<file path="config.mk">
export PLATFORM = sky130hd
export DESIGN_NAME = seq_restoring_divider
export DESIGN_NICKNAME = d
export VERILOG_FILES = /design/src/rtl/div_pkg.sv /design/src/rtl/div_step.sv /design/src/rtl/seq_restoring_divider.sv
export SDC_FILE = /design/constraint.sdc
export NUM_CORES = 1
export LEC_CHECK = 0
export ABC_AREA = 1
export BUFFER_PORTS_ARGS = -buffer_cell sky130_fd_sc_hd__buf_2
export CORE_MARGIN = 2
export CORE_UTILIZATION = 50
export DETAILED_ROUTE_END_ITERATION = 10
export HOLD_SLACK_MARGIN = 0.08
export PLACE_DENSITY_LB_ADDON = 0.15
export SLEW_MARGIN = 20
export SYNTH_ARGS = -nofsm -noshare
export SYNTH_HDL_FRONTEND = slang
export SYNTH_HIERARCHICAL = 1
export SYNTH_SLANG_ARGS = --single-unit
</file>
<file path="constraint.sdc">
create_clock -name clk -period 1.4 [get_ports clk]
set_input_delay 0.21 -clock clk [delete_from_list [all_inputs] [get_ports clk]]
set_output_delay 0.21 -clock clk [all_outputs]
set_load 0.01 [all_outputs]
</file>
<file path="src/rtl/div_pkg.sv">
// rtl/div_pkg.sv - shared types and constants for the sequential restoring divider
package div_pkg;

  typedef enum logic [1:0] {
    IDLE = 2'd0,
    RUN  = 2'd1,
    DONE = 2'd2
  } div_state_e;

  localparam int DIVIDEND_W_DEF = 8;
  localparam int DIVISOR_W_DEF  = 4;

  // Wide enough for any practical dividend; callers slice to their width.
  localparam logic [63:0] DBZ_QUOTIENT = '1;

endpackage

</file>
<file path="src/rtl/div_step.sv">
// rtl/div_step.sv - one restoring-division iteration: shift in a dividend bit, trial-subtract
module div_step #(
  parameter int DIVISOR_W = 4
) (
  input  logic [DIVISOR_W:0]   r_in,
  input  logic                 q_msb,
  input  logic [DIVISOR_W-1:0] d,
  output logic [DIVISOR_W:0]   r_out,
  output logic                 q_bit
);

  logic [DIVISOR_W:0] r_shift;
  logic [DIVISOR_W:0] d_ext;

  always_comb begin
    r_shift = {r_in[DIVISOR_W-1:0], q_msb};
    d_ext   = {1'b0, d};
    if (r_shift >= d_ext) begin
      r_out = r_shift - d_ext;
      q_bit = 1'b1;
    end else begin
      r_out = r_shift;
      q_bit = 1'b0;
    end
  end

endmodule

</file>
<file path="src/rtl/seq_restoring_divider.sv">
// rtl/seq_restoring_divider.sv - iterative unsigned restoring divider, one quotient bit per clock
module seq_restoring_divider
  import div_pkg::*;
#(
  parameter int  DIVIDEND_W = DIVIDEND_W_DEF,
  parameter int  DIVISOR_W  = DIVISOR_W_DEF,
  localparam int CNT_W      = $clog2(DIVIDEND_W + 1)
) (
  input  logic                  clk,
  input  logic                  rst,
  input  logic                  in_valid,
  output logic                  in_ready,
  input  logic [DIVIDEND_W-1:0] dividend,
  input  logic [DIVISOR_W-1:0]  divisor,
  output logic                  out_valid,
  input  logic                  out_ready,
  output logic [DIVIDEND_W-1:0] quotient,
  output logic [DIVISOR_W-1:0]  remainder,
  output logic                  div_by_zero
);

  div_state_e            state_q, state_d;
  logic [CNT_W-1:0]      cnt_q, cnt_d;
  logic [DIVIDEND_W-1:0] q_work_q, q_work_d;
  logic [DIVISOR_W-1:0]  d_work_q, d_work_d;
  logic [DIVISOR_W:0]    r_work_q, r_work_d;
  logic [DIVIDEND_W-1:0] quotient_q, quotient_d;
  logic [DIVISOR_W-1:0]  remainder_q, remainder_d;
  logic                  dbz_q, dbz_d;

  logic [DIVISOR_W:0]    step_r;
  logic                  step_bit;

  div_step #(
    .DIVISOR_W(DIVISOR_W)
  ) u_step (
    .r_in (r_work_q),
    .q_msb(q_work_q[DIVIDEND_W-1]),
    .d    (d_work_q),
    .r_out(step_r),
    .q_bit(step_bit)
  );

  always_comb begin
    state_d     = state_q;
    cnt_d       = cnt_q;
    q_work_d    = q_work_q;
    d_work_d    = d_work_q;
    r_work_d    = r_work_q;
    quotient_d  = quotient_q;
    remainder_d = remainder_q;
    dbz_d       = dbz_q;

    case (state_q)
      IDLE: begin
        if (in_valid) begin
          if (divisor != '0) begin
            q_work_d = dividend;
            d_work_d = divisor;
            r_work_d = '0;
            cnt_d    = CNT_W'(DIVIDEND_W);
            state_d  = RUN;
          end else begin
            // Zero divisor short-circuits straight to a flagged result.
            quotient_d  = DBZ_QUOTIENT[DIVIDEND_W-1:0];
            remainder_d = '0;
            dbz_d       = 1'b1;
            state_d     = DONE;
          end
        end
      end
      RUN: begin
        r_work_d = step_r;
        q_work_d = {q_work_q[DIVIDEND_W-2:0], step_bit};
        cnt_d    = cnt_q - CNT_W'(1);
        if (cnt_q == CNT_W'(1)) begin
          quotient_d  = {q_work_q[DIVIDEND_W-2:0], step_bit};
          remainder_d = step_r[DIVISOR_W-1:0];
          dbz_d       = 1'b0;
          state_d     = DONE;
        end
      end
      DONE: begin
        if (out_ready) state_d = IDLE;
      end
      default: state_d = IDLE;
    endcase
  end

  always_ff @(posedge clk or posedge rst) begin
    if (rst) begin
      state_q     <= IDLE;
      cnt_q       <= '0;
      q_work_q    <= '0;
      d_work_q    <= '0;
      r_work_q    <= '0;
      quotient_q  <= '0;
      remainder_q <= '0;
      dbz_q       <= 1'b0;
    end else begin
      state_q     <= state_d;
      cnt_q       <= cnt_d;
      q_work_q    <= q_work_d;
      d_work_q    <= d_work_d;
      r_work_q    <= r_work_d;
      quotient_q  <= quotient_d;
      remainder_q <= remainder_d;
      dbz_q       <= dbz_d;
    end
  end

  assign in_ready    = (state_q == IDLE);
  assign out_valid   = (state_q == DONE);
  assign quotient    = quotient_q;
  assign remainder   = remainder_q;
  assign div_by_zero = dbz_q;

endmodule

</file>
# --- Yosys cells after proc, flatten, opt, wreduce, memory -nomap -nowiden ---
# Cells that the tools add are included.
totals:
  regBits: 35
  latchBits: 0
  mem_bits_rw: 0
  mem_bits_ro: 0
  inputBits: 16
  output_inout_bits: 15
  elab_cells: 54
  memories: 0
classes:
  n_addsub: 2
  n_mul: 0
  div_mod_pow: 0
  order_cmp: 1
  eq_ne: 8
  shift: 0
  n_mux: 28
  n_bitwise: 0
  n_reduce_logical: 7
op_table:
  columns: ["op", "count"]
  rows:
  - ["2-to-1 mux 8 bit", 5]
  - ["2-to-1 mux 4 bit", 8]
  - ["one-hot mux 8 bit (2 select lines)", 2]
  - ["one-hot mux 4 bit (2 select lines)", 3]
  - ["AND reduction 3 bit", 3]
  - ["2-to-1 mux 2 bit", 4]
  - ["!= test 2 bit (second input constant)", 3]
  - ["one-hot mux 2 bit (3 select lines)", 1]
  - [">= comparator 5 x 4 -> 1 bit", 1]
  - ["== test 4 x 1 -> 1 bit (second input constant)", 1]
  - ["2-to-1 mux 1 bit", 4]
  - ["!= test 2 x 1 -> 1 bit (second input constant)", 2]
  - ["AND reduction 4 bit", 1]
  - ["nonzero test 4 bit", 1]
  - ["subtractor 4 x 1 -> 4 bit (second input constant)", 1]
  - ["subtractor 4 bit", 1]
  - ["== test 2 x 1 -> 1 bit (second input constant)", 1]
  - ["== test 2 bit (second input constant)", 1]
  - ["zero test 2 bit", 1]
  - ["one-hot mux 1 bit (2 select lines)", 1]
  - ["nonzero test 2 bit", 1]

# --- Longest topological paths before layout ---
depth:
  ltp_word: 4
  ltp_mapped: 11
  mapped_depth_nobuf: 11

# --- Cells and area by module ---
# Netlist, hierarchy kept.
modules_own_cells:
  columns: ["module", "instances", "cells_per_inst", "area_per_inst_um2", "seq_area_each_um2"]
  rows:
  - ["seq_restoring_divider", 1, 195, 1639.1, 900.9]
  - ["div_step", 1, 55, 312.8, 0.0]

# --- Worst setup path before layout ---
# OpenSTA, ideal clock, no wires.
synth_path:
  kind: "reg2reg"
  startpoint: "register q_work_q[7]"
  endpoint: "register r_work_q[4] (netlist name)"
  setup_time_ps: 116
  t_arrival_ps: 1405
  required_time_ps: 1284
  setup_slack_ps: -121
  stages_incl_launch_ff: 12
  path_buffers: 0
  synth_period_minus_slack_ps: 1521
  path_cell_list: "dfrtp_1 inv_1 ha_1 fa_1 inv_1 nand3_1 nand3b_1 nand2_1 nand2_1 inv_1 nand2_1 nand2_1"
synth_lines:
  columns: ["item", "line_no", "text"]
  rows:
  - ["start: declaration", "seq_restoring_divider.sv:24", "logic [DIVIDEND_W-1:0] q_work_q, q_work_d;"]
  - ["start signal: assignment", "seq_restoring_divider.sv:103", "q_work_q <= q_work_d;"]

# --- Final worst setup path ---
layout_path:
  startpoint: "register d_work_q[0]"
  endpoint: "register remainder_q[1], in the netlist remainder[1]"
layout_via:
  elab_chain_len: 4
  elab_cells_between_ends: 5
  cone_classes: "add/sub (1); order compare (1); mux (3)"
layout_lines:
  columns: ["item", "line_no", "text"]
  rows:
  - ["start: declaration", "seq_restoring_divider.sv:25", "logic [DIVISOR_W-1:0] d_work_q, d_work_d;"]
  - ["start signal: assignment", "seq_restoring_divider.sv:104", "d_work_q <= d_work_d;"]
  - ["subtractor 4 bit / >= comparator 5 x 4 -> 1 bit (equally long branches)", "div_step.sv:19, div_step.sv:18", null]
  - ["2-to-1 mux 4 bit *", "div_step.sv:18", "if (r_shift >= d_ext) begin"]
  - ["net step_r[1]", "seq_restoring_divider.sv:31", "logic [DIVISOR_W:0] step_r;"]
  - ["2-to-1 mux 4 bit *", "seq_restoring_divider.sv:76", "if (cnt_q == CNT_W'(1)) begin"]
  - ["one-hot mux 4 bit (2 select lines) *", "seq_restoring_divider.sv:54", "case (state_q)"]
  - ["end signal: assignment", "seq_restoring_divider.sv:107", "remainder_q <= remainder_d;"]
  - ["end: declaration", "seq_restoring_divider.sv:28", "logic [DIVISOR_W-1:0] remainder_q, remainder_d;"]
# The timed path passes the listed nets; every way through them passes the cells marked *. The select of a mux whose other input is x is not followed.
# A chain may end at the register's enable or synchronous reset.

==> reports/metrics.cfg <==
[timing]
report.final.hold_viol_count=0
drv_slew=0
relSlewSlack=0.7090
fin_crit_ns=1.507
max_freq_mhz=663.8
postLayoutSetupSlackWorst_ns=-0.1065
setup_viol=10
tightest_slew_ns=0.4365
rsz0062_at_grt=true
period_share=1.076
fin_worst_skew_ns=0.006626

[placed_design]
preCtsSetupSlack_ns=-0.1656
gp_congestion=0.7762
hpwl_mm=3.011
postPlaceCellArea_mm2=0.002200
io_buffer_count=30

[clocking]
path_clk_slew_ns=0.07
htreeDepth=2
cts_buffers=5
clk_latency_ns=0.28
clk_path_buf_depth=2
root_buffer=clkbuf_8
clock-sinks=35
cts_tree=yes

[setup_path]
r2r_slack_ns=-0.11
path_common_cell=nand2_2
crit_fanout=2
worstPathRequired_ns=1.58
crit_type=reg -> reg
worstPathArrival_ns=1.68
crit_slowest_cell=fa_2
start_kind=register
worstSetupEndpointType=register
timing.rr.start=d_work_q[0]$_DFFE_PP0P_
crit_chain=ha_4 -> fa_2 -> inv_2 -> nand2_2 -> nand2_2 -> nand4_1 -> nand2_1
cpPeakStageDelay_ns=0.52
startpoint=d_work_q[0]$_DFFE_PP0P_

[route]
wl_mm=4.386
post-route-drc-count=0
drt_iter0_drc=88
dr.pass1.iters=4
dr_total_vias=1695
ant_nets=0
via_per_inst=4.971
wl_per_cell_um=12.86

[pwr]
finalPower_uw=7256
peakVddDrop_mv=1.189
power.density_mw_per_mm2=2861
leakage_uw=0.001337

[layout]
postLayoutCellArea_mm2=0.002536
n_fill_cell=301
diodes=0
layout_common_cells=nand2_1 (77), dfrtp_1 (33), buf_2 (30), inv_1 (22), buf_4 (19)
finish.utilization=0.6980
area_growth_syn_to_layout_pct=35.22
final_common_cell=nand2_1
drive_above_1_share=0.3686
nets=315

[die]
coreArea_mm2=0.003633
die_w_um=65.25
rows=22
start_util=0.5162
dieHeight_um=65.25
io_pins=31
die_area_mm2=0.004257

[global_routing]
grt_pass1_vias=1716
antenna_found_initial=0
gr-total-overflow=0
track_usage=0.2362
grt_max_degree=36
grt_pass1_wl_mm=7.693

[status]
violations=negative setup slack
status=complete, but fails checks

[min_path]
hold_path.class=in -> reg
hold_path_startpoint=out_ready

[synth]
avgSynthCellArea_um2=7.914
syn_nets=260
ys_warn_count=6
synthesis.area_mm2=0.001876
synthCells=237

[flow_run]
max_cap_viol_count=0

timing repair:
action	4_1_cts	5_1_grt
endpoints found under the setup margin	11	16
cloned	0	0
pin swaps	26	21
hold buffers	1	0
endpoints found under the hold margin	35	0
resized for setup	33	15
buffers inserted	4	3
registers in the layout, indices dropped and copies added (netlist names):
| signal | cells |
|---|---|
| div_by_zero | 1 |
| r_work_q | 4 |
| state_q | 2 |
| remainder | 4 |
| q_work_q | 8 |
| d_work_q | 4 |
| quotient | 8 |
| cnt_q | 4 |
layout make-up:
class,count,area [um2],area share
tap,48,60.06,0.02368
inverter,31,116.4,0.04588
timing repair buffer,55,385.4,0.1519
sequential,35,878.3,0.3463
multi-input combinational,164,996.0,0.3927
clock buffer,8,100.1,0.03947
per-stage QoR:
step	instances	hold slack, ns	TNS (ns)
floorplan	237	0.3172	-0.02475
global placement	325	0.3268	-0.7068
detailed placement	325	0.3325	-0.9754
CTS	338	0.1038	-0.4150
global route	341	0.1208	-1.522
finish	341	0.09875	-0.7160
worst paths after layout:
path                       cells past startpoint                       end
max                                            7  remainder[1]$_DFFE_PP0P_
max reg2reg                                    7  remainder[1]$_DFFE_PP0P_
max in group asynchronous                      4    state_q[1]$_DFFE_PP0P_
min                                            2    state_q[1]$_DFFE_PP0P_
min in group asynchronous                      4   quotient[7]$_DFFE_PP0P_
min reg2reg                                    2   quotient[5]$_DFFE_PP0P_
critical path: cells and delay by family, from the launching register on:
family                     cells  cell delay (ns)
and+or+nand+nor                4             0.25
buffers and inverters          1             0.04
DFF                            1             0.41
adders and majority gates      2             0.70
where the power goes:
part | internal (uW) | total (uW) | switching, uW | leakage [uW]
Combinational | 2020 | 4620 | 2610 | 0.000859
Clock | 449 | 796 | 347 | 0.0000515
Sequential | 1510 | 1840 | 328 | 0.000427
per-layer routing:
metal / wire, um / vias to the layer above / global-route usage
li1: - / 860 / -
met1: 1993 / 780 / 0.3172
met2: 2102 / 49 / 0.3763
met3: 249 / 6 / 0.05308
met4: 41 / 0 / 0.08594
met5: 0 / - / 0
Note: power is estimated with default switching activity, not from simulation.
